File: src/rtl/cpu_defs_pkg.sv
// Shared CPU definitions: datapath widths, reset vector and the fetch-stage
// state encoding.
package cpu_defs;

    localparam int              ADDR_W       = 16;
    localparam int              DATA_W       = 16;
    localparam logic [15:0]     RESET_VECTOR = 16'h0000;

    localparam logic [2:0] ST_FETCH  = 3'd0;
    localparam logic [2:0] ST_INCR   = 3'd1;
    localparam logic [2:0] ST_LOAD   = 3'd2;
    localparam logic [2:0] ST_DRAIN  = 3'd3;
    localparam logic [2:0] ST_HALTED = 3'd4;

    typedef enum logic [2:0] {
        FETCH  = ST_FETCH,
        INCR   = ST_INCR,
        LOAD   = ST_LOAD,
        DRAIN  = ST_DRAIN,
        HALTED = ST_HALTED
    } fetch_state_t;

endpackage

File: src/rtl/fetch_timeout_ctr.sv
// Saturating 8-bit wait counter for instruction-memory reads; flags the wait
// cycle that would bring the count up to the programmed limit.
module fetch_timeout_ctr (
    input  logic       clk,
    input  logic       rst,
    input  logic       en,
    input  logic       clr,
    input  logic [7:0] limit,
    output logic       expired
);

    logic [7:0] count;

    // NOTE: sequential state uses non-blocking assignments so every flop
    // samples pre-edge values regardless of block ordering.
    always_ff @(posedge clk) begin
        if (rst) begin
            count <= 8'd0;
        end else if (clr) begin
            count <= 8'd0;
        end else if (en && count != 8'hFF) begin
            count <= count + 8'd1;
        end
    end

    // Combinational so the halt lands on the same edge the limit is reached.
    assign expired = en && ({1'b0, count} + 9'd1 >= {1'b0, limit});

endmodule

File: src/rtl/instr_fetch.sv
// Instruction fetch stage: owns the PC, issues memory reads, buffers one
// instruction for decode and sequences the external PC adder.
module instr_fetch #(
    parameter int                ADDR_W       = cpu_defs::ADDR_W,
    parameter int                DATA_W       = cpu_defs::DATA_W,
    parameter logic [ADDR_W-1:0] RESET_VECTOR = ADDR_W'(cpu_defs::RESET_VECTOR),
    parameter int                TIMEOUT      = 15
) (
    input  logic              clk,
    input  logic              rst,
    output logic [ADDR_W-1:0] pc_addr,
    output logic              inc_req,
    input  logic [ADDR_W-1:0] pc_next_addr,
    output logic              mem_req,
    input  logic              mem_ready,
    input  logic [DATA_W-1:0] mem_rdata,
    output logic [DATA_W-1:0] ir,
    output logic              ir_valid,
    input  logic              ir_ack,
    input  logic              branch_taken,
    input  logic [ADDR_W-1:0] branch_target,
    input  logic              halt,
    input  logic              stall,
    output logic              fetch_err
);

    import cpu_defs::*;

    fetch_state_t state, state_next;

    logic capture;
    logic waiting;
    logic ctr_clr;
    logic expired;
    logic take_word;
    logic load_next;
    logic load_target;
    logic set_err;

    always_comb begin
        mem_req = (state == FETCH) && !stall;
        inc_req = (state == INCR);
        capture = mem_req && mem_ready;
        waiting = mem_req && !mem_ready;
        ctr_clr = (state != FETCH) || capture || branch_taken;
    end

    fetch_timeout_ctr u_timeout (
        .clk     (clk),
        .rst     (rst),
        .en      (waiting),
        .clr     (ctr_clr),
        .limit   (8'(TIMEOUT)),
        .expired (expired)
    );

    always_ff @(posedge clk) begin
        if (rst) state <= FETCH;
        else     state <= state_next;
    end

    // NOTE: every always_comb output gets a default first so no path can
    // leave it unassigned and infer a latch.
    always_comb begin
        state_next  = state;
        take_word   = 1'b0;
        load_next   = 1'b0;
        load_target = 1'b0;
        set_err     = 1'b0;
        if (state != HALTED) begin
            if (halt) begin
                state_next = HALTED;
            end else if (expired) begin
                state_next = HALTED;
                set_err    = 1'b1;
            end else if (branch_taken) begin
                state_next  = FETCH;
                load_target = 1'b1;
            end else begin
                unique case (state)
                    FETCH: if (capture) begin
                        state_next = INCR;
                        take_word  = 1'b1;
                    end
                    INCR:  state_next = LOAD;
                    LOAD: begin
                        state_next = DRAIN;
                        load_next  = 1'b1;
                    end
                    DRAIN: if (!ir_valid || ir_ack) state_next = FETCH;
                    default: state_next = FETCH;
                endcase
            end
        end
    end

    // Capture beats the acknowledge clear; a redirect discards the buffer.
    always_ff @(posedge clk) begin
        if (rst) begin
            pc_addr   <= RESET_VECTOR;
            ir        <= '0;
            ir_valid  <= 1'b0;
            fetch_err <= 1'b0;
        end else begin
            if (load_target)    pc_addr <= branch_target;
            else if (load_next) pc_addr <= pc_next_addr;

            if (take_word) ir <= mem_rdata;

            if (take_word)                          ir_valid <= 1'b1;
            else if (load_target)                   ir_valid <= 1'b0;
            else if (ir_valid && ir_ack)            ir_valid <= 1'b0;

            if (set_err) fetch_err <= 1'b1;
        end
    end

endmodule

File: config.mk
export PLATFORM = sky130hd
export DESIGN_NAME = instr_fetch
export DESIGN_NICKNAME = d
export VERILOG_FILES = /design/src/rtl/cpu_defs_pkg.sv /design/src/rtl/fetch_timeout_ctr.sv /design/src/rtl/instr_fetch.sv
export SDC_FILE = /design/constraint.sdc
export NUM_CORES = 1
export LEC_CHECK = 0
export ABC_AREA = 1
export BUFFER_PORTS_ARGS = -buffer_cell sky130_fd_sc_hd__buf_2
export CORE_AREA = 5 5 98 63
export DETAILED_ROUTE_END_ITERATION = 8
export DIE_AREA = 0 0 103 68
export GPL_ROUTABILITY_DRIVEN = 0
export GPL_TIMING_DRIVEN = 0
export PLACE_DENSITY_LB_ADDON = 0.2
export SYNTH_ARGS = -nofsm -noshare
export SYNTH_HDL_FRONTEND = slang
export SYNTH_HIERARCHICAL = 1
export SYNTH_SLANG_ARGS = --single-unit
File: constraint.sdc
create_clock -name clk -period 4.6 [get_ports clk]
set_input_delay 0.92 -clock clk [delete_from_list [all_inputs] [get_ports clk]]
set_output_delay 0.92 -clock clk [all_outputs]
set_load 0.02 [all_outputs]
==> reports/metrics.yaml <==
die:
  die_h_um: 68
  io_pins: 91
  dieArea_um2: 7000
  num_rows: 21
  die_x_um: 103
  core-area_um2: 5310
  start_util_pct: 47.2
sta:
  fin_crit_ps: 2910
  worst_pin_slew_ps: 599
  setup_tns_ps: 0
  slew_viol_final: 0
  max_freq_mhz: 343
  hold_viol_final: 0
  rsz0062_at_grt: "false"
  post-route-period-util_pct: 63.3
  finalClockSkew_ps: 7.24
  setup_viol: 0
  maxSlewHeadroom_pct: 59.8
grt:
  grt_usage_pct: 18.0
  antenna_found_initial: 0
  grt_pass1_wl_um: 10100
  grt_pass1_vias: 2298
  grt_overflow_total: 0
  grt_max_degree: 14
yosys:
  synthXorXnorAreaFrac_pct: 2.10
  synth_top_area_cell: "dfxtp_1"
  synth_area_um2: 2510
  syn_avg_cell_area_um2: 7.06
  synth_cells: 355
  synthTopCellsByArea: "dfxtp_1 (36%), nand2_1 (11%), nor2_1 (9.3%)"
  synth_fa_ha_area_share_pct: 4.49
  ys_ff_latch: 45
  ys_dominant_reg_cell: "dfxtp_1"
  synth-simple-area-share_pct: 41.9
  async_flop_share_pct: 0
  synth.mux.area_fraction_pct: 0
  yosys_warnings: 6
  synth_top_family_by_area: "simple AND/OR/NAND/NOR gates"
  ys_types: 32
  synth-edff-count: 0
  synth_compound_area_share_pct: 6.54
  yosysSeqAreaShare_pct: 35.9
  synth_top_area_share_pct: 35.9
hold_path:
  hold_class: "reg2reg"
  whs_path_depth: 2
  min_to: "ir[8]$_SDFFE_PP0P_"
  min-delay-start: "ir[8]$_SDFFE_PP0P_"
cells_and_area:
  drive_gt1_share_pct: 27.9
  final_core_util_pct: 59.7
  diodes: 0
  fillCellCount: 505
  area_delta_synth_final_pct: 26.3
  nets: 522
setup_path:
  r2r_end: "pc_addr[12]$_SDFFE_PP0P_"
  reg2reg_depth: 21
  crit_required_ps: 4830
  crit_start: "u_timeout/count[0]$_SDFFE_PP0P_"
  path_class: "reg2reg"
  critPathArrivalTime_ps: 3150
  rrSetupSlack_ps: 1690
  crit_path_max_fanout: 10
  worstSetupStartpointType: "flip-flop"
  r2r-start: "u_timeout/count[0]$_SDFFE_PP0P_"
  endpoint_kind: "flip-flop"
clock_tree:
  cts_tree: "yes"
  cts_sinks: 45
  clk_latency_ps: 290
  clock_path_buffers: 2
  post-cts-setup-buffers: 0
  clk_transition_reported_paths_ps: 80
  numCtsBuffers: 5
  htreeDepth: 2
  cts_resized: 0
  cts_root_buffer: "clkbuf_8"
  ctsHoldBuffers: 0
power_and_ir_drop:
  peakVddDrop_uv: 135
  p_clk_share_pct: 32.2
  seqPwrFrac_pct: 49.7
  switching_share_pct: 27.9
  power_density_nw_per_um2: 262
  p_leak_nw: 1.65
  p_switching_w: 0.000231
  combPwrFrac_pct: 18.1
  finalPower_w: 0.000830
  p_int_w: 0.000599
routing:
  dr.pass1.iters: 4
  vias: 2491
  ant_nets: 0
  drc: 0
  drt_iter0_drc: 92
  post_drt_wl_per_cell_um: 11.6
  vias_per_cell: 4.72
  routed_wl_um: 6110
run_status:
  status: "finished, final reports clean"
place:
  dpl.hpwl_um: 4930
  portBuffers: 90
flow_run:
  cap_viol_max_count: 0
area by class of cell:
cell class              count  area, um2  area share [%]
plain buffers              10       67.6            2.13
multi-input cells         266       1410            44.5
clock inverters             1       5.00           0.158
repair buffers             90        450            14.2
inverters                  40        153            4.82
flip-flops and latches     45        901            28.4
clock buffers               7       96.3            3.04
well taps                  69       86.3            2.73
synthesized netlist by cell type, types with 4 or more instances:
| master | number |
|---|---|
| nand3b_1 | 17 |
| xor2_1 | 5 |
| nand3_1 | 38 |
| nor2_4 | 4 |
| ha_1 | 9 |
| a21oi_1 | 20 |
| dfxtp_1 | 45 |
| inv_1 | 36 |
| o21ai_0 | 5 |
| nor2_1 | 62 |
| nand2_1 | 73 |
| nand2_4 | 8 |
worst max-delay path, cell delays in order, from the launching register on:
cell     delay [ps]
dfxtp_1         390
ha_1            220
nand3_2         130
xnor2_1         180
ha_1            300
nand2_1          60
nor2_1           90
nand2_1          60
nand3_1          70
nand2_1          50
nand2_1          50
nand2_1          50
a21oi_1         300
nor2_2          110
nand2_4         140
inv_4            80
nand2_4         120
nand2_4          90
buf_6           150
nand3_1          60
nand2_1          50
nor2_1           90
state kept, by name (all words and copies together), names as in the netlist:
signal / count
u_timeout/count: 8
ir: 16
fetch_err: 1
ir_valid: 1
state: 3
pc_addr: 16
stage by stage:
| stage | worst slack (ps) | hold WS [ps] | std cells | cell area [um2] |
|---|---|---|---|---|
| 2_1_floorplan | 2110 | 478 | 361 | 2530 |
| 3_3_place_gp | 1650 | 458 | 520 | 3070 |
| 3_5_place_dp | 1600 | 467 | 520 | 3070 |
| 4_1_cts | 1690 | 486 | 528 | 3170 |
| 5_1_grt | 1430 | 507 | 528 | 3170 |
| 6_report | 1690 | 479 | 528 | 3170 |
cell families (layout without fill, tap and decap cells):
| logic type | count (synthesis) | in the layout |
|---|---|---|
| buffers and inverters | 50 | 148 |
| AND/OR/NAND/NOR | 212 | 212 |
| other | 2 | 8 |
| XOR/XNOR | 6 | 6 |
| adder cells (fa/ha/maj) | 9 | 9 |
| flip-flops | 45 | 45 |
| AO/OA/AOI/OAI | 31 | 31 |
worst max path at each step:
stage                                          end  slack (ps)  cells past startpoint
after CTS                 pc_addr[12]$_SDFFE_PP0P_        1690                     21
after global routing       pc_addr[9]$_SDFFE_PP0P_        1430                     20
final                     pc_addr[12]$_SDFFE_PP0P_        1690                     21
after global placement     pc_addr[9]$_SDFFE_PP0P_        1650                     13
after floorplan           pc_addr[12]$_SDFFE_PP0P_        2110                     21
after detailed placement   pc_addr[9]$_SDFFE_PP0P_        1600                     13
power by group through the flow:
| stage | sequential [W] | combinational (W) | clock [W] |
|---|---|---|---|
| floorplan | 0.000436 | 0.0000810 | 0 |
| global placement | 0.000421 | 0.000149 | 0 |
| detailed placement | 0.000421 | 0.000151 | 0 |
| CTS | 0.000412 | 0.000152 | 0.000275 |
| global route | 0.000414 | 0.000170 | 0.000288 |
| finish | 0.000412 | 0.000151 | 0.000267 |
layer usage:
layer	part of all wire, %	wire length [um]	global-route usage, %	vias up
met3	8.3	505	5.60	4
met4	0.69	42	3.88	0
met2	42	2570	29.1	65
met5	0	0	0	-
met1	49	2990	23.8	1094
li1	-	-	-	1328
cells in the final DEF (no fill, tap or decap):
cell type,instances
buf_2,93
nand2_1,73
nor2_1,62
dfxtp_1,45
nand3_1,38
inv_1,36
a21oi_1,20
nand3b_1,17
ha_1,9
nand2_4,8
conb_1,8
clkbuf_8,7
o21ai_0,5
xor2_1,5
nor2_4,4
inv_2,3
nor3_1,3
nor2_2,3
buf_4,2
clkbuf_1,2
nand3_2,2
o21ai_1,2
inv_4,1
buf_6,1
nor2_8,1
buf_8,1
nor3_4,1
buf_1,1
o211ai_1,1
o21bai_1,1
clkinv_2,1
xnor2_1,1
a31oi_1,1
a21boi_1,1
(Power assumes the default switching activity.)
